## src/rtl/wbm_byte_cmd.sv

```systemverilog
// wbm_byte_cmd: byte-stream command parser driving a single-beat Wishbone master.
// A frame (OP, address bytes, optional write data bytes; all MSB first) becomes
// one WB read or write. The result goes back on the tx byte stream as a status
// byte, followed by the read data when a read completes with ack.
//
// Ports
//   wb_clk_i, wb_rst_i        clock, synchronous active-high reset
//   rx_data_i/valid_i/ready_o command byte stream in (valid/ready handshake)
//   tx_data_o/valid_o/ready_i response byte stream out (valid/ready handshake)
//   wbm_*                     Wishbone master (cyc, stb, we, sel, adr, dat, ack, err)
module wbm_byte_cmd #(
  parameter int BUS_DATA_WIDTH = 32,
  parameter int BUS_ADDR_WIDTH = 8,
  parameter int TIMEOUT        = 255
)(
  input  logic                        wb_clk_i,
  input  logic                        wb_rst_i,
  input  logic [7:0]                  rx_data_i,
  input  logic                        rx_valid_i,
  output logic                        rx_ready_o,
  output logic [7:0]                  tx_data_o,
  output logic                        tx_valid_o,
  input  logic                        tx_ready_i,
  output logic                        wbm_cyc_o,
  output logic                        wbm_stb_o,
  output logic                        wbm_we_o,
  output logic [BUS_DATA_WIDTH/8-1:0] wbm_sel_o,
  output logic [BUS_ADDR_WIDTH-1:0]   wbm_adr_o,
  output logic [BUS_DATA_WIDTH-1:0]   wbm_dat_o,
  input  logic [BUS_DATA_WIDTH-1:0]   wbm_dat_i,
  input  logic                        wbm_ack_i,
  input  logic                        wbm_err_i
);
  localparam int DB = BUS_DATA_WIDTH / 8;
  localparam int AB = (BUS_ADDR_WIDTH + 7) / 8;
  localparam int AW = AB * 8;

  localparam logic [7:0] ST_OK    = 8'hA5;
  localparam logic [7:0] ST_ERR   = 8'hEE;
  localparam logic [7:0] ST_TO    = 8'hE0;
  localparam logic [7:0] ST_BADOP = 8'hE1;

  typedef enum logic [2:0] {
    S_IDLE, S_ADDR, S_DATA, S_BUS, S_DROP, S_STAT, S_RDAT
  } state_t;

  state_t                    state_q, state_d;
  logic [7:0]                bcnt_q, bcnt_d;
  logic [15:0]               tcnt_q, tcnt_d;
  logic                      wr_q, wr_d;
  logic [7:0]                stat_q, stat_d;
  logic [AW-1:0]             adr_q, adr_d;
  logic [BUS_DATA_WIDTH-1:0] wdat_q, wdat_d;
  logic [BUS_DATA_WIDTH-1:0] rdat_q, rdat_d;
  logic                      rx_rdy_q;

  logic rx_fire, tx_fire, t_last;

  assign rx_fire = rx_valid_i & rx_ready_o;
  assign tx_fire = tx_valid_o & tx_ready_i;
  assign t_last  = (tcnt_q == 16'(TIMEOUT - 1));

  always_comb begin
    state_d = state_q;
    bcnt_d  = bcnt_q;
    tcnt_d  = tcnt_q;
    wr_d    = wr_q;
    stat_d  = stat_q;
    adr_d   = adr_q;
    wdat_d  = wdat_q;
    rdat_d  = rdat_q;
    case (state_q)
      S_IDLE: if (rx_fire) begin
        bcnt_d = 8'd0;
        if (rx_data_i == 8'h01) begin
          wr_d = 1'b1; state_d = S_ADDR;
        end else if (rx_data_i == 8'h02) begin
          wr_d = 1'b0; state_d = S_ADDR;
        end else begin
          // wr_d set so the status handshake never branches into read data
          wr_d = 1'b1; stat_d = ST_BADOP; state_d = S_STAT;
        end
      end
      S_ADDR: if (rx_fire) begin
        adr_d  = (adr_q << 8) | AW'(rx_data_i);
        bcnt_d = bcnt_q + 8'd1;
        if (bcnt_q == 8'(AB - 1)) begin
          bcnt_d  = 8'd0;
          tcnt_d  = 16'd0;
          state_d = wr_q ? S_DATA : S_BUS;
        end
      end
      S_DATA: if (rx_fire) begin
        wdat_d = (wdat_q << 8) | BUS_DATA_WIDTH'(rx_data_i);
        bcnt_d = bcnt_q + 8'd1;
        if (bcnt_q == 8'(DB - 1)) begin
          bcnt_d  = 8'd0;
          tcnt_d  = 16'd0;
          state_d = S_BUS;
        end
      end
      S_BUS: begin
        tcnt_d = tcnt_q + 16'd1;
        // priority: err over ack over timeout
        if (wbm_err_i) begin
          stat_d = ST_ERR; tcnt_d = 16'd0; state_d = S_DROP;
        end else if (wbm_ack_i) begin
          stat_d = ST_OK; tcnt_d = 16'd0; state_d = S_DROP;
          if (!wr_q) rdat_d = wbm_dat_i;
        end else if (t_last) begin
          stat_d = ST_TO; tcnt_d = 16'd0; state_d = S_DROP;
        end
      end
      S_DROP: begin
        // let a slave that holds ack until stb falls release it before the
        // next frame; a stuck ack only costs TIMEOUT cycles
        tcnt_d = tcnt_q + 16'd1;
        if (!wbm_ack_i || t_last) state_d = S_STAT;
      end
      S_STAT: if (tx_fire) begin
        bcnt_d  = 8'd0;
        state_d = (stat_q == ST_OK && !wr_q) ? S_RDAT : S_IDLE;
      end
      S_RDAT: if (tx_fire) begin
        rdat_d = rdat_q << 8;
        bcnt_d = bcnt_q + 8'd1;
        if (bcnt_q == 8'(DB - 1)) state_d = S_IDLE;
      end
      default: state_d = S_IDLE;
    endcase
  end

  always_ff @(posedge wb_clk_i) begin
    if (wb_rst_i) begin
      state_q  <= S_IDLE;
      bcnt_q   <= '0;
      tcnt_q   <= '0;
      wr_q     <= 1'b0;
      stat_q   <= '0;
      adr_q    <= '0;
      wdat_q   <= '0;
      rdat_q   <= '0;
      rx_rdy_q <= 1'b0;
    end else begin
      state_q  <= state_d;
      bcnt_q   <= bcnt_d;
      tcnt_q   <= tcnt_d;
      wr_q     <= wr_d;
      stat_q   <= stat_d;
      adr_q    <= adr_d;
      wdat_q   <= wdat_d;
      rdat_q   <= rdat_d;
      // registered from next state so ready tracks the parser with no bubble
      rx_rdy_q <= (state_d == S_IDLE) || (state_d == S_ADDR) || (state_d == S_DATA);
    end
  end

  assign rx_ready_o = rx_rdy_q;
  assign wbm_cyc_o  = (state_q == S_BUS);
  assign wbm_stb_o  = (state_q == S_BUS);
  assign wbm_we_o   = (state_q == S_BUS) & wr_q;
  assign wbm_sel_o  = '1;
  assign wbm_adr_o  = adr_q[BUS_ADDR_WIDTH-1:0];
  assign wbm_dat_o  = wdat_q;
  assign tx_valid_o = (state_q == S_STAT) || (state_q == S_RDAT);

  always_comb begin
    tx_data_o = 8'h00;
    if (state_q == S_STAT)      tx_data_o = stat_q;
    else if (state_q == S_RDAT) tx_data_o = rdat_q[BUS_DATA_WIDTH-1 -: 8];
  end

endmodule

```

## config.mk

```make
export PLATFORM = sky130hd
export DESIGN_NAME = wbm_byte_cmd
export DESIGN_NICKNAME = d
export VERILOG_FILES = /design/src/rtl/wbm_byte_cmd.sv
export SDC_FILE = /design/constraint.sdc
export NUM_CORES = 1
export LEC_CHECK = 0
export ABC_CLOCK_PERIOD_IN_PS = 3650
export CORE_UTILIZATION = 55
export CTS_CLUSTER_DIAMETER = 100
export DETAILED_ROUTE_END_ITERATION = 16
export MAX_ROUTING_LAYER = met4
export PLACE_DENSITY = 0.84
export SYNTH_ARGS = -nofsm -noshare
export SYNTH_HDL_FRONTEND = slang
export SYNTH_SLANG_ARGS = --single-unit
```

## constraint.sdc

```tcl
create_clock -name wb_clk_i -period 3.65 [get_ports wb_clk_i]
set_input_delay 0.5475 -clock wb_clk_i [delete_from_list [all_inputs] [get_ports wb_clk_i]]
set_output_delay 0.5475 -clock wb_clk_i [all_outputs]
set_load 0.005 [all_outputs]
```

==> results.cfg, run 1 <==
[synth]
synth_async_reset_ratio_pct = 0
synth.largest_area_cell = dfxtp_1
syn-cell-area_um2 = 4850
sequential_fraction_of_the_synthesis_area_pct = 43.8
synth-edff-count = 0
yosys-top-cells-area = dfxtp_1, nand2_1, a21oi_1
yosys_most_used_dff = dfxtp_1
post-synth-top-area-fraction_pct = 43.8
syn_inst = 608
synth_area_per_cell_um2 = 7.97
ys_ff_latch = 106
ys.warnings.count = 0
synth_cell_type_count = 54

[setup_path]
regToRegSetupSlack_ns = 1.04
crit_path_max_cell_delay_ns = 0.60
crit_path_start = state_q[1]
cp-start-kind = flip-flop
critical_path.endpoint_type = output port
cpMaxStageDelayCell = dfxtp_1
timing.rr.start = state_q[1]
worstPathArrival_ns = 2.51
worstPathCellList = inv_1 > nor2_2 > nand2_1 > a21oi_1 > clkdlybuf4s50_1
timing.critical_path.fanout_max = 16
ff2ff_path_depth = 5
crit_required_ns = 3.10
timing.setup.critical_path_class = reg2out
worst_r2r_endpoint = wbm_dat_o[9]

[routing]
initialDrtViolationCount = 338
post_drt_wl_per_cell_um = 15.1
vias_per_cell = 5.80
routed_wl_um = 12000
antenna_violating_nets_post_route = 0
vias = 4601
drc = 0
drtPass1Iterations = 5

[grt]
grt_pass1_wl_um = 19300
grt.total_usage_pct = 27.7
grt_pass1_vias = 4240
number_of_antenna_violations_at_the_first_check_in_global_routing = 0
grt.overflow.total = 0
grt_max_degree = 57

[cells_and_area]
share_of_post_route_cells_with_drive_strength_above_1_pct = 5.23
total_non_filler_cell_area_in_the_finished_layout_um2 = 6040
final_cells = 793
fin_nets = 733
insertedDiodeCount = 0
syn2layout_area_growth_pct = 24.7

[clock_tree]
clock_path_buffers = 2
clkSinkCount = 106
tritoncts_clock_tree = yes
cts_htree_levels = 3
clock_latency_ns = 0.37
tritoncts.num_buffers = 9
post_cts.repair.setup_buffers = 0
post_cts_hold_fix_bufs = 0
clock-root-buffer = clkbuf_8
cts.repair.resized = 0
clock_pin_slew_on_the_worst_setup_and_hold_paths_ns = 0.10

[floorplan]
initial_utilization_pct = 57.8
design.core.area_um2 = 8380
row_count = 33
chipWidth_um = 95.9
die_area_um2 = 9190
die_h_um = 95.9
num_io_pins = 103

[pwr]
power_per_cell_area_nw_per_um2 = 375
cellLeakagePower_nw = 2.00
vdd.ir_drop.worst_mv = 0.214
totalPowerFinal_mw = 2.27

[job]
drv_cap = 0

[sta]
timing_worst_slew_pin_value_ns = 1.07
final-max-slew-violation-count = 0
max_freq_mhz = 327
min_period_ns = 3.06
final-setup-viol-count = 0
clock_skew_ns = 0.0113
rsz_0062_raised_after_global_routing = false
setup-tns-final_ns = 0
postLayoutSetupSlackWorst_ns = 0.591
final_hold_violation_count = 0
timing.slew.headroom_pct = 28.6
period_share_pct = 83.8

[worst_hold_path]
timing.hold.worst_endpoint = wbm_dat_o[25]
min_from = wbm_dat_o[25]
hold_class = reg2reg
whs_path_depth = 2

[placement]
placed_cell_area_um2 = 5830
port_buffers = 98
gpl.final_weighted_congestion = 0.951
post-place-cells = 777
detailedPlace.worstSlack_ns = 0.998
dp.final_hpwl_um = 8470

[run_status]
status = completed
## area by class of cell
| type | count | area, um2 |
|---|---|---|
| Multi-Input combinational cell | 450 | 2510 |
| Fill cell | 640 | 2340 |
| Clock buffer | 10 | 138 |
| Inverter | 12 | 45.0 |
| Tap cell | 105 | 131 |
| Sequential cell | 106 | 2120 |
| Clock inverter | 6 | 71.3 |
| Timing Repair Buffer | 104 | 1020 |
## sequential cells by signal, summed over array words and instances, names as in the netlist
signal,cells
bcnt_q,8
rdat_q,32
rx_ready_o,1
stat_q,5
state_q,3
tcnt_q,16
wbm_adr_o,8
wbm_dat_o,32
wr_q,1
## cells in the mapped netlist, drive strengths merged, types with 2 or more instances
cell,number
nand4,7
mux2i,8
and3b,2
a31oi,7
nor2b,3
buf,17
o21ai,8
xnor2,7
or3,4
and2,15
dfxtp,106
a21oi,61
a2111oi,3
clkbuf,26
o211ai,3
a21o,2
nor2,67
nor4,4
ha,4
nor3,4
nand4b,2
nand2,127
nand3,31
and4,2
inv,11
xor2,11
a211oi,4
a31o,3
a22o,2
a311oi,27
nand2b,2
nand3b,5
a22oi,4
and3,5
o2111ai,2
## kinds of logic (layout without fill, tap and decap cells)
group / after synthesis / in the layout / share of synthesized area, %
compound gates: 130 / 130 / 17.8
fa+ha+maj: 4 / 4 / 1.03
buf+inv: 55 / 132 / 4.90
simple gates: 286 / 286 / 27.5
xor+xnor: 18 / 18 / 3.25
other cells: 1 / 4 / 0.0774
flops: 106 / 106 / 43.8
mux: 8 / 8 / 1.65
## how the worst max path moves through the flow
stage              endpoint  slack [ns]  cells after the start
4_1_cts        tx_data_o[0]        0.61                      5
6_report       tx_data_o[3]        0.59                      5
2_1_floorplan     tcnt_q[0]        1.78                      8
3_5_place_dp     rdat_q[22]         1.0                      7
3_3_place_gp     state_q[2]        1.06                      5
5_1_grt        tx_data_o[7]        0.46                      5
## stage by stage
| stage | util (%) | hold WS, ns |
|---|---|---|
| 6_report | 72.1 | 0.459 |
| 3_3_place_gp | 69.6 | 0.441 |
| 3_5_place_dp | 69.6 | 0.446 |
| 5_1_grt | 72.1 | 0.478 |
| 4_1_cts | 72.1 | 0.460 |
| 2_1_floorplan | - | 0.439 |
## worst max-delay path: cells and delay by family, from the launching register on
kind | cells | cell delay (ns)
buffers and inverters | 2 | 0.67
AND/OR/NAND/NOR | 2 | 0.66
flip-flops | 1 | 0.60
AO/OA/AOI/OAI | 1 | 0.21
## power breakdown
group | internal (mW) | switching, mW
sequential | 1.18 | 0.0336
combinational | 0.125 | 0.169
clock | 0.342 | 0.418
## layer usage
metal	GRT usage (%)	wire length, um	vias to the layer above
li1	-	-	2253
met1	32.1	5060	2136
met2	47.0	5880	183
met3	4.82	731	29
met4	12.4	317	0
met5	-	0	-
## layout by cell type (no fill, tap or decap), types with 5 or more instances in the layout
cell type / netlist / layout
nor2_1: 67 / 65
mux2i_1: 8 / 8
buf_4: 5 / 6
and3_1: 5 / 5
nand3b_1: 5 / 5
clkdlybuf4s50_1: 0 / 97
xnor2_1: 7 / 7
a311oi_1: 27 / 27
o21ai_0: 8 / 8
xor2_1: 11 / 11
inv_1: 11 / 11
and2_1: 15 / 15
nand3_1: 31 / 31
a21oi_1: 60 / 59
a31oi_1: 7 / 7
nand2_1: 127 / 127
dfxtp_1: 106 / 106
nand4_1: 7 / 7
clkbuf_8: 0 / 10
No activity file was read; power rests on OpenSTA's default activity.
==> inputs of run 2 (changes only) <==
==> config.mk (replaced) <==
export PLATFORM = sky130hd
export DESIGN_NAME = wbm_byte_cmd
export DESIGN_NICKNAME = d
export VERILOG_FILES = /design/src/rtl/wbm_byte_cmd.sv
export SDC_FILE = /design/constraint.sdc
export NUM_CORES = 1
export LEC_CHECK = 0
export ABC_CLOCK_PERIOD_IN_PS = 2610
export CORE_UTILIZATION = 46
export CTS_CLUSTER_DIAMETER = 100
export DETAILED_ROUTE_END_ITERATION = 16
export MAX_ROUTING_LAYER = met4
export PLACE_DENSITY = 0.75
export SYNTH_ARGS = -nofsm -noshare
export SYNTH_HDL_FRONTEND = slang
export SYNTH_SLANG_ARGS = --single-unit
==> constraint.sdc (replaced) <==
create_clock -name wb_clk_i -period 2.61 [get_ports wb_clk_i]
set_input_delay 0.3915 -clock wb_clk_i [delete_from_list [all_inputs] [get_ports wb_clk_i]]
set_output_delay 0.3915 -clock wb_clk_i [all_outputs]
set_load 0.005 [all_outputs]
==> results.cfg, run 2 (synthesis results as in run 1) <==
[run_status]
status = completed

[job]
drv_cap = 0

[placement]
port_buffers = 98
placed_cell_area_um2 = 5960
dp.final_hpwl_um = 8500
gpl.final_weighted_congestion = 0.838

[setup_path]
worst_r2r_endpoint = rx_ready_o
regToRegSetupSlack_ns = 0.45
critical_path.endpoint_type = output port
crit_required_ns = 2.22
ff2ff_path_depth = 7
timing.setup.critical_path_class = reg2out
timing.critical_path.fanout_max = 9
cp-start-kind = flip-flop
timing.rr.start = tcnt_q[0]
worstPathArrival_ns = 2.11

[sta]
min_period_ns = 2.50
timing_worst_slew_pin_value_ns = 0.571
setup-tns-final_ns = 0
final-setup-viol-count = 0
timing.slew.headroom_pct = 61.5
max_freq_mhz = 400
worst_hold_slack_ns = 0.462
rsz_0062_raised_after_global_routing = false
final-max-slew-violation-count = 0
final_hold_violation_count = 0
period_share_pct = 95.7
clock_skew_ns = 0.0105

[cells_and_area]
fin_nets = 743
layout.cells.most_common = nand2_1
total_non_filler_cell_area_in_the_finished_layout_um2 = 6160
insertedDiodeCount = 0
final_cell_mix = nand2_1, dfxtp_1, clkdlybuf4s50_1
syn2layout_area_growth_pct = 27.2
share_of_post_route_cells_with_drive_strength_above_1_pct = 6.73

[routing]
post_drt_wl_per_cell_um = 14.5
routed_wl_um = 12100
drc = 0
initialDrtViolationCount = 169
vias_per_cell = 5.48
antenna_violating_nets_post_route = 0
vias = 4568
drtPass1Iterations = 4

[floorplan]
design.core.area_um2 = 10300
num_io_pins = 103
row_count = 37
chipWidth_um = 105
die_area_um2 = 11000
die_h_um = 105
initial_utilization_pct = 47.2

[grt]
grt_pass1_wl_um = 19800
grt_pass1_vias = 4228
grt.total_usage_pct = 22.8
number_of_antenna_violations_at_the_first_check_in_global_routing = 0
grt.overflow.total = 0
grt_max_degree = 57

[clock_tree]
post_cts.repair.setup_buffers = 0
tritoncts.num_buffers = 9
clock_path_buffers = 2
post_cts_hold_fix_bufs = 0
clkSinkCount = 106
tritoncts_clock_tree = yes
clock_latency_ns = 0.38
cts_htree_levels = 3
clock_pin_slew_on_the_worst_setup_and_hold_paths_ns = 0.10
clock-root-buffer = clkbuf_8

[worst_hold_path]
hold_class = reg2reg
whs_path_depth = 2
timing.hold.worst_endpoint = wbm_dat_o[30]
min_from = wbm_dat_o[30]

[pwr]
vdd.ir_drop.worst_mv = 0.250
power_per_cell_area_nw_per_um2 = 508
pwr-share-seq_pct = 54.1
combPwrFrac_pct = 14.0
switching_power_mw = 0.889
cellLeakagePower_nw = 2.06
power_switching_share_pct = 28.4
totalPowerFinal_mw = 3.13
p_int_mw = 2.24
power_frac_clock_pct = 31.9
run 2: changes by cell type in the layout (fill, tap and decap cells not counted), sizes merged:
cell      before  now
buf            7   17
bufinv         1    0
clkinv         2    3
clkinvlp       2    1
inv           13   14
run 2: through the flow:
step           std cells  utilization, %  setup slack (ns)
3_3_place_gp         818            58.0             0.353
2_1_floorplan        611               -             0.782
6_report             834            60.0             0.112
4_1_cts              834            59.9           0.00266
5_1_grt              834            60.0            0.0386
3_5_place_dp         818            58.0             0.346
run 2: per-layer routing:
| layer | GRT usage [%] | wire [um] | vias up | part of all wire [%] |
|---|---|---|---|---|
| li1 | - | - | 2282 | - |
| met1 | 28.0 | 5330 | 2109 | 44 |
| met2 | 37.0 | 5840 | 156 | 48 |
| met3 | 3.81 | 672 | 21 | 5.6 |
| met4 | 10.3 | 251 | 0 | 2.1 |
| met5 | - | 0 | - | 0 |
run 2: power by group through the flow:
| stage | sequential, mW | clock (mW) | combinational [mW] |
|---|---|---|---|
| finish | 1.69 | 0.999 | 0.438 |
| global route | 1.70 | 1.10 | 0.476 |
| CTS | 1.69 | 1.02 | 0.434 |
| detailed placement | 1.73 | 0 | 0.430 |
| global placement | 1.73 | 0 | 0.423 |
| floorplan | 1.71 | 0 | 0.266 |
run 2: worst max-delay path, cell delays in order (launching register included):
cell and delay (ns):
dfxtp_1 0.52, nand3b_1 0.23, clkinv_1 0.28, and2_1 0.26
clkdlybuf4s50_1 0.44
run 2: layout make-up:
type | count | area, um2
Clock buffer | 10 | 138
Clock inverter | 6 | 58.8
Fill cell | 980 | 4110
Inverter | 12 | 45.0
Multi-Input combinational cell | 450 | 2520
Sequential cell | 106 | 2120
Tap cell | 136 | 170
Timing Repair Buffer | 114 | 1110
run 2: how the worst max path moves through the flow:
stage / start / to / slack (ns) / cells after the start
2_1_floorplan: tcnt_q[0] / rx_ready_o / 0.78 / 7
6_report: state_q[2] / wbm_we_o / 0.11 / 4
3_3_place_gp: rx_data_i[5] / state_q[2] / 0.35 / 6
3_5_place_dp: rx_valid_i / tcnt_q[2] / 0.35 / 7
4_1_cts: state_q[0] / tx_data_o[1] / 0.003 / 5
5_1_grt: state_q[2] / wbm_we_o / 0.04 / 4
run 2: what timing repair did:
item / in CTS / in global routing
pin swaps: 0 / 0
gates cloned: 0 / 0
setup endpoints to repair: 2 / 7
resized for setup: 1 / 1
